==> src/rtl/huff_encoder_param_if.sv <==
// Stream bundle for the parametrised Huffman encoder: the (symbol, frequency)
// input stream and the (symbol, code, length) output record stream.
interface huff_encoder_param_if #(
   parameter int unsigned SYM_W  = 8,
   parameter int unsigned FREQ_W = 4,
   parameter int unsigned CODE_W = 3,
   parameter int unsigned LEN_W  = 2
);
   logic              in_valid;
   logic              in_ready;
   logic [SYM_W-1:0]  in_sym;
   logic [FREQ_W-1:0] in_freq;
   logic              out_valid;
   logic              out_ready;
   logic [SYM_W-1:0]  out_sym;
   logic [CODE_W-1:0] out_code;
   logic [LEN_W-1:0]  out_len;
   logic              out_last;

   // Upstream/downstream side: drives pairs in and accepts records.
   modport master (
      output in_valid, in_sym, in_freq, out_ready,
      input  in_ready, out_valid, out_sym, out_code, out_len, out_last
   );

   // Encoder side.
   modport slave (
      input  in_valid, in_sym, in_freq, out_ready,
      output in_ready, out_valid, out_sym, out_code, out_len, out_last
   );
endinterface

==> src/rtl/huff_encoder_param.sv <==
// Iterative Huffman encoder. Loads NSYM (symbol, frequency) pairs, merges the
// two lightest active nodes once per cycle, assigns codes from the root down,
// then streams one (symbol, code, length) record per symbol in load order.
module huff_encoder_param #(
   parameter int unsigned NSYM   = 4,
   parameter int unsigned SYM_W  = 8,
   parameter int unsigned FREQ_W = 4,
   parameter int unsigned CODE_W = NSYM - 1,
   parameter int unsigned LEN_W  = $clog2(CODE_W + 1)
) (
   input  logic                clk,
   input  logic                reset,
   huff_encoder_param_if.slave bus,
   output logic                busy
);
   localparam int unsigned NNODE  = 2 * NSYM - 1;
   localparam int unsigned IDX_W  = $clog2(NNODE);
   localparam int unsigned LEAF_W = $clog2(NSYM);
   localparam int unsigned W_W    = FREQ_W + $clog2(NSYM);
   localparam logic [IDX_W-1:0] LastLeaf = IDX_W'(NSYM - 1);
   localparam logic [IDX_W-1:0] FirstInt = IDX_W'(NSYM);
   localparam logic [IDX_W-1:0] Root     = IDX_W'(NNODE - 1);

   typedef enum logic [1:0] {StLoad, StBuild, StAssign, StEmit} state_e;

   state_e            state_q, state_d;
   // Load slot, node being created, node being assigned, or leaf being emitted.
   logic [IDX_W-1:0]  ptr_q, ptr_d;
   logic [LEAF_W-1:0] leaf;

   logic [W_W-1:0]    w_q    [NNODE];
   logic [W_W-1:0]    w_d    [NNODE];
   logic              act_q  [NNODE];
   logic              act_d  [NNODE];
   logic [IDX_W-1:0]  par_q  [NNODE];
   logic [IDX_W-1:0]  par_d  [NNODE];
   logic              br_q   [NNODE];
   logic              br_d   [NNODE];
   logic [CODE_W-1:0] code_q [NNODE];
   logic [CODE_W-1:0] code_d [NNODE];
   logic [LEN_W-1:0]  len_q  [NNODE];
   logic [LEN_W-1:0]  len_d  [NNODE];
   logic [SYM_W-1:0]  sym_q  [NSYM];
   logic [SYM_W-1:0]  sym_d  [NSYM];

   logic [IDX_W-1:0]  min_a, min_b;
   logic              have_a, have_b;

   assign leaf = ptr_q[LEAF_W-1:0];

   // FSM state and pointer register
   always_ff @(posedge clk) begin
      if (reset) begin
         state_q <= StLoad;
         ptr_q   <= '0;
      end else begin
         state_q <= state_d;
         ptr_q   <= ptr_d;
      end
   end

   // FSM next state: fixed cycle counts in BUILD and ASSIGN keep latency constant
   always_comb begin
      state_d = state_q;
      ptr_d   = ptr_q;
      unique case (state_q)
         StLoad: begin
            if (bus.in_valid) begin
               if (ptr_q == LastLeaf) begin
                  state_d = StBuild;
                  ptr_d   = FirstInt;
               end else begin
                  ptr_d = ptr_q + IDX_W'(1);
               end
            end
         end
         StBuild: begin
            if (ptr_q == Root) state_d = StAssign;
            else               ptr_d   = ptr_q + IDX_W'(1);
         end
         StAssign: begin
            if (ptr_q == FirstInt) begin
               state_d = StEmit;
               ptr_d   = '0;
            end else begin
               ptr_d = ptr_q - IDX_W'(1);
            end
         end
         StEmit: begin
            if (bus.out_ready) begin
               if (ptr_q == LastLeaf) begin
                  state_d = StLoad;
                  ptr_d   = '0;
               end else begin
                  ptr_d = ptr_q + IDX_W'(1);
               end
            end
         end
         default: ;
      endcase
   end

   // FSM outputs: record fields are zero outside EMIT
   always_comb begin
      bus.in_ready  = (state_q == StLoad);
      bus.out_valid = (state_q == StEmit);
      busy          = (state_q != StLoad);
      bus.out_last  = 1'b0;
      bus.out_sym   = '0;
      bus.out_code  = '0;
      bus.out_len   = '0;
      if (state_q == StEmit) begin
         bus.out_last = (ptr_q == LastLeaf);
         bus.out_sym  = sym_q[leaf];
         bus.out_code = code_q[ptr_q];
         bus.out_len  = len_q[ptr_q];
      end
   end

   // Two lightest active nodes; strict '<' in ascending order gives ties to the lower index
   always_comb begin
      min_a  = '0;
      min_b  = '0;
      have_a = 1'b0;
      have_b = 1'b0;
      for (int i = 0; i < NNODE; i++) begin
         if (act_q[i] && (!have_a || w_q[i] < w_q[min_a])) begin
            min_a  = IDX_W'(i);
            have_a = 1'b1;
         end
      end
      for (int i = 0; i < NNODE; i++) begin
         if (act_q[i] && IDX_W'(i) != min_a && (!have_b || w_q[i] < w_q[min_b])) begin
            min_b  = IDX_W'(i);
            have_b = 1'b1;
         end
      end
   end

   // Node table next state: leaf load, one merge, or code assignment per cycle
   always_comb begin
      w_d    = w_q;
      act_d  = act_q;
      par_d  = par_q;
      br_d   = br_q;
      code_d = code_q;
      len_d  = len_q;
      sym_d  = sym_q;
      unique case (state_q)
         StLoad: begin
            if (bus.in_valid) begin
               w_d[ptr_q]   = W_W'(bus.in_freq);
               act_d[ptr_q] = 1'b1;
               sym_d[leaf]  = bus.in_sym;
            end
         end
         StBuild: begin
            w_d[ptr_q]    = w_q[min_a] + w_q[min_b];
            // The root is never merged, so leave it inactive for the next block.
            act_d[ptr_q]  = (ptr_q != Root);
            code_d[ptr_q] = '0;
            len_d[ptr_q]  = '0;
            act_d[min_a]  = 1'b0;
            act_d[min_b]  = 1'b0;
            par_d[min_a]  = ptr_q;
            par_d[min_b]  = ptr_q;
            br_d[min_a]   = 1'b0;
            br_d[min_b]   = 1'b1;
         end
         StAssign: begin
            // Children always have lower indices than their parent.
            for (int j = 0; j < NNODE; j++) begin
               if (IDX_W'(j) < ptr_q && par_q[j] == ptr_q) begin
                  len_d[j]  = len_q[ptr_q] + LEN_W'(1);
                  code_d[j] = (code_q[ptr_q] << 1) | CODE_W'(br_q[j]);
               end
            end
         end
         default: ;
      endcase
   end

   // Node table storage, cleared on reset so an aborted block leaves no residue
   always_ff @(posedge clk) begin
      if (reset) begin
         for (int i = 0; i < NNODE; i++) begin
            w_q[i]    <= '0;
            act_q[i]  <= 1'b0;
            par_q[i]  <= '0;
            br_q[i]   <= 1'b0;
            code_q[i] <= '0;
            len_q[i]  <= '0;
         end
         for (int i = 0; i < NSYM; i++) sym_q[i] <= '0;
      end else begin
         w_q    <= w_d;
         act_q  <= act_d;
         par_q  <= par_d;
         br_q   <= br_d;
         code_q <= code_d;
         len_q  <= len_d;
         sym_q  <= sym_d;
      end
   end
endmodule
==> src/flat_wrapper.sv <==
// flat-port wrapper written by rule: the top's interface ports become plain ports
module huff_encoder_param_flat 
#(
   parameter int unsigned NSYM   = 4,
   parameter int unsigned SYM_W  = 8,
   parameter int unsigned FREQ_W = 4,
   parameter int unsigned CODE_W = NSYM - 1,
   parameter int unsigned LEN_W  = $clog2(CODE_W + 1)
)
  (clk, reset, busy, bus_in_valid, bus_in_sym, bus_in_freq, bus_out_ready, bus_in_ready, bus_out_valid, bus_out_sym, bus_out_code, bus_out_len, bus_out_last);
  huff_encoder_param_if #(.SYM_W(SYM_W), .FREQ_W(FREQ_W), .CODE_W(CODE_W), .LEN_W(LEN_W)) bus_i ();
  input  logic clk;
  input  logic reset;
  output logic busy;
  input wire logic [$bits(bus_i.in_valid)-1:0] bus_in_valid;
  input wire logic [$bits(bus_i.in_sym)-1:0] bus_in_sym;
  input wire logic [$bits(bus_i.in_freq)-1:0] bus_in_freq;
  input wire logic [$bits(bus_i.out_ready)-1:0] bus_out_ready;
  output wire logic [$bits(bus_i.in_ready)-1:0] bus_in_ready;
  output wire logic [$bits(bus_i.out_valid)-1:0] bus_out_valid;
  output wire logic [$bits(bus_i.out_sym)-1:0] bus_out_sym;
  output wire logic [$bits(bus_i.out_code)-1:0] bus_out_code;
  output wire logic [$bits(bus_i.out_len)-1:0] bus_out_len;
  output wire logic [$bits(bus_i.out_last)-1:0] bus_out_last;
  assign bus_i.in_valid = bus_in_valid;
  assign bus_i.in_sym = bus_in_sym;
  assign bus_i.in_freq = bus_in_freq;
  assign bus_i.out_ready = bus_out_ready;
  assign bus_in_ready = bus_i.in_ready;
  assign bus_out_valid = bus_i.out_valid;
  assign bus_out_sym = bus_i.out_sym;
  assign bus_out_code = bus_i.out_code;
  assign bus_out_len = bus_i.out_len;
  assign bus_out_last = bus_i.out_last;
  huff_encoder_param #(.NSYM(NSYM), .SYM_W(SYM_W), .FREQ_W(FREQ_W), .CODE_W(CODE_W), .LEN_W(LEN_W)) u_core (.clk(clk), .reset(reset), .bus(bus_i), .busy(busy));
endmodule
==> config.mk <==
export PLATFORM = sky130hd
export DESIGN_NAME = huff_encoder_param_flat
export DESIGN_NICKNAME = d
export VERILOG_FILES = /design/src/rtl/huff_encoder_param_if.sv /design/src/rtl/huff_encoder_param.sv /design/src/flat_wrapper.sv
export SDC_FILE = /design/constraint.sdc
export NUM_CORES = 1
export LEC_CHECK = 0
export ABC_AREA = 1
export BUFFER_PORTS_ARGS = -buffer_cell sky130_fd_sc_hd__buf_2
export CAP_MARGIN = 30
export CORE_MARGIN = 1
export CORE_UTILIZATION = 50
export CTS_CLUSTER_DIAMETER = 50
export DETAILED_ROUTE_END_ITERATION = 10
export GPL_ROUTABILITY_DRIVEN = 1
export GPL_TIMING_DRIVEN = 0
export PLACE_DENSITY = 0.68
export SETUP_SLACK_MARGIN = 0.05
export SLEW_MARGIN = 20
export SYNTH_ARGS = -nofsm -noshare
export SYNTH_HDL_FRONTEND = slang
export SYNTH_SLANG_ARGS = --single-unit
==> constraint.sdc <==
create_clock -name clk -period 37.8 [get_ports clk]
set_clock_uncertainty 0.2 [all_clocks]
set_input_delay 1.89 -clock clk [delete_from_list [all_inputs] [get_ports clk]]
set_output_delay 1.89 -clock clk [all_outputs]
set_load 0.05 [all_outputs]
==> metrics.txt <==
CTS buffer count=17; Cell Rows=52; Die Wd=about 150 microns; RePlAce Congestion=slightly above 1; fmax=44.0 MHz; post-synthesis sequential area ratio=~29%; M3 GR Usage=under 10%; Final setup viols=0; Hold Startpoint=u_core.code_q[1]$_SDFFE_PP0P_; initial DRC count=1,116; M1 GR Usage=45.7%; Final HPWL DP=roughly 30 mm; mean post-synth cell area=between 6 and 7 sq um; drc violations=0; met2 Use GR=between 50 and 60%; PD cells=roughly 76 mW/mm^2; CTS Hold Bufs=0; fraction of layout cells with a size suffix above 1=8.99%; CP dominant cell by count=nand2_1; fin crit share=~60%; Synth async-reset ratio=0%; total buffers and inverters traversed by the critical path=16; CP max stage delay=680 ps; pin count of the biggest net entering global routing=17; clock root cell=clkbuf_16; Die Span Y=145 microns; first-pass GRT wire length=a little under 60 mm; Mapped Area=between 0.01 and 0.015 sq mm; Final ANT Viol Nets=0; normalized max-slew margin=31.8%; CP max stage cell=a22oi_1; setup_tns=0 ps; number of non-filler instances in the completed layout=between 1,500 and 2,000; CTS tree=yes; reg2reg setup slack=15,060 ps; Layout area overhead=11.0%; CP startpoint kind=flip-flop; Critical Path Start=u_core.w_q[41]$_SDFFE_PP0P_; CP Data Required Time=37,870 ps; commonest non-fill, non-tap cell in the layout=nand2_1; Max VDD drop=between 0.05 and 0.06 mV; CP arrival=approximately 23,000 ps; vias in the first global route=between 10,000 and 15,000; CORE AREA=roughly 0.020 sq mm; outcome=completed; crit path kind=reg -> reg; CTS Buffer Depth=2; wirelength, routed=between 30 and 40 mm; Reg-to-Reg Start=u_core.w_q[41]$_SDFFE_PP0P_; CP Max Fanout=10; worst-skew pair later-pin latency=roughly 430 ps; Total GRT Usage=a little over a third; Post-synth EDFFs=0; cell family with most CP delay=compound AO/OA/AOI/OAI gates; post-layout util=56.5%; drt pass-1 iters=7; antenna violations before repair=0; most frequent cells in the layout=nand2_1 (375), a21oi_1 (228), inv_1 (161), o21ai_0 (152), dfxtp_1 (149); Syn Nets=about 1,700; Placed Cells incl. Taps=about 1,900; number of distinct library cells after synthesis=50; CTS resizes=0; min-delay worst type=reg -> reg; per-cell routed wire length=about 20 microns; via count=11,447; Die Footprint=0.0211 sq mm; Most Crowded Layer GR=met2; LEAKAGE=about 4.9 nW; RSZ-0062 raised after global routing=false; Pins Over Slew Limit=0; Clock transition at path regs=approximately 60 ps; Synth Instances=around 1,600; Post-CTS Setup Inserts=0; endpoints failing hold=0; total gr overflow=0; fin crit period=roughly 23,000 ps; Initial Utilization=~50%; Via density=~6; clk sinks=approximately 150; worst-margin pin slew=a little over 1000 ps; diodes inserted=0; nets=~1,700; max-cap violations=0; IO Port Bufs=32; IO Count=33; register bit total from synthesis=~150; FILL cells=approximately 2,000; endpoint class of the critical path=flip-flop; H-Tree Depth=4; Primary FF master, synth=dfxtp_1; Synth warnings=0
==> cell usage after synthesis (all sizes together), types with 7 or more instances <==
master | number | area share, %
a221oi | 9 | 0.77
o21ai | 173 | 8.4
nor2 | 130 | 5.0
a21oi | 228 | 11
o22ai | 17 | 1.0
nand3 | 56 | 2.9
o221ai | 8 | 0.68
o31ai | 7 | 0.51
ha | 69 | 8.4
o211ai | 11 | 0.80
nand2 | 411 | 17
a31oi | 9 | 0.55
buf | 8 | 0.40
inv | 182 | 6.7
a211oi | 15 | 1.1
o2111ai | 7 | 0.60
clkbuf | 44 | 1.6
dfxtp | 149 | 29
==> report_power, final <==
group	internal, mW	switching, mW	total, mW
registers	0.176	0.0222	0.198
logic	0.150	0.347	0.498
clock network	0.0939	0.0777	0.172
total	0.420	0.447	0.867
==> state kept, by name (all words and copies together), names as in the netlist <==
name,cells
u_core.act_q,7
u_core.br_q,7
u_core.code_q,21
u_core.len_q,14
u_core.par_q,21
u_core.ptr_q,3
u_core.state_q,2
u_core.sym_q,32
u_core.w_q,42
==> worst register-to-register path: cells and delay by family, from the launching register on <==
kind                       cells  cell delay (ps)
DFF                            1              590
and+or+nand+nor               69             6870
AOI/OAI and AO/OA             40             7460
buffers and inverters         16             3270
adders and majority gates     13             4200
==> metrics by stage <==
stage	hold slack (ps)	worst slack [ps]	power, mW	instance area (sq um)
after floorplan	219	20190	0.543	10300
after global placement	229	15660	0.679	10800
after detailed placement	231	15670	0.685	10800
after CTS	242	15500	0.857	11400
after global routing	259	13000	0.930	11400
final	248	15060	0.867	11400
==> cells by family (layout without fill, tap and decap cells) <==
kind of cell,after synthesis,in the layout,share of synthesized area [%]
simple gates,616,616,25.8
compound gates,503,503,27.2
buf+inv,235,302,8.72
flops,149,149,29.0
fa+ha+maj,70,70,8.60
xor+xnor,7,7,0.597
==> cell type report <==
class / count / area [sq um] / share of cell area, %
repair buffers: 35 / 175 / 1.54
clock buffers: 18 / 429 / 3.77
clock inverters: 14 / 160 / 1.41
inverters: 183 / 689 / 6.05
multi-input cells: 1196 / 6420 / 56.3
well taps: 270 / 338 / 2.96
plain buffers: 52 / 206 / 1.81
flip-flops and latches: 149 / 2980 / 26.2
==> per-layer routing <==
layer,vias to the layer above,share of wire (%)
met5,-,0
met4,0,5.9
met3,164,8.6
met2,604,45
met1,5225,40
li1,5454,-
==> worst paths after layout <==
check / end / cells past startpoint
setup / recovery: u_core.w_q[8]$_SDFFE_PP0P_ / 138
hold / removal: u_core.code_q[1]$_SDFFE_PP0P_ / 2
setup reg to reg: u_core.w_q[8]$_SDFFE_PP0P_ / 138
hold reg to reg: u_core.code_q[1]$_SDFFE_PP0P_ / 2
No activity file was read; power rests on OpenSTA's default activity.
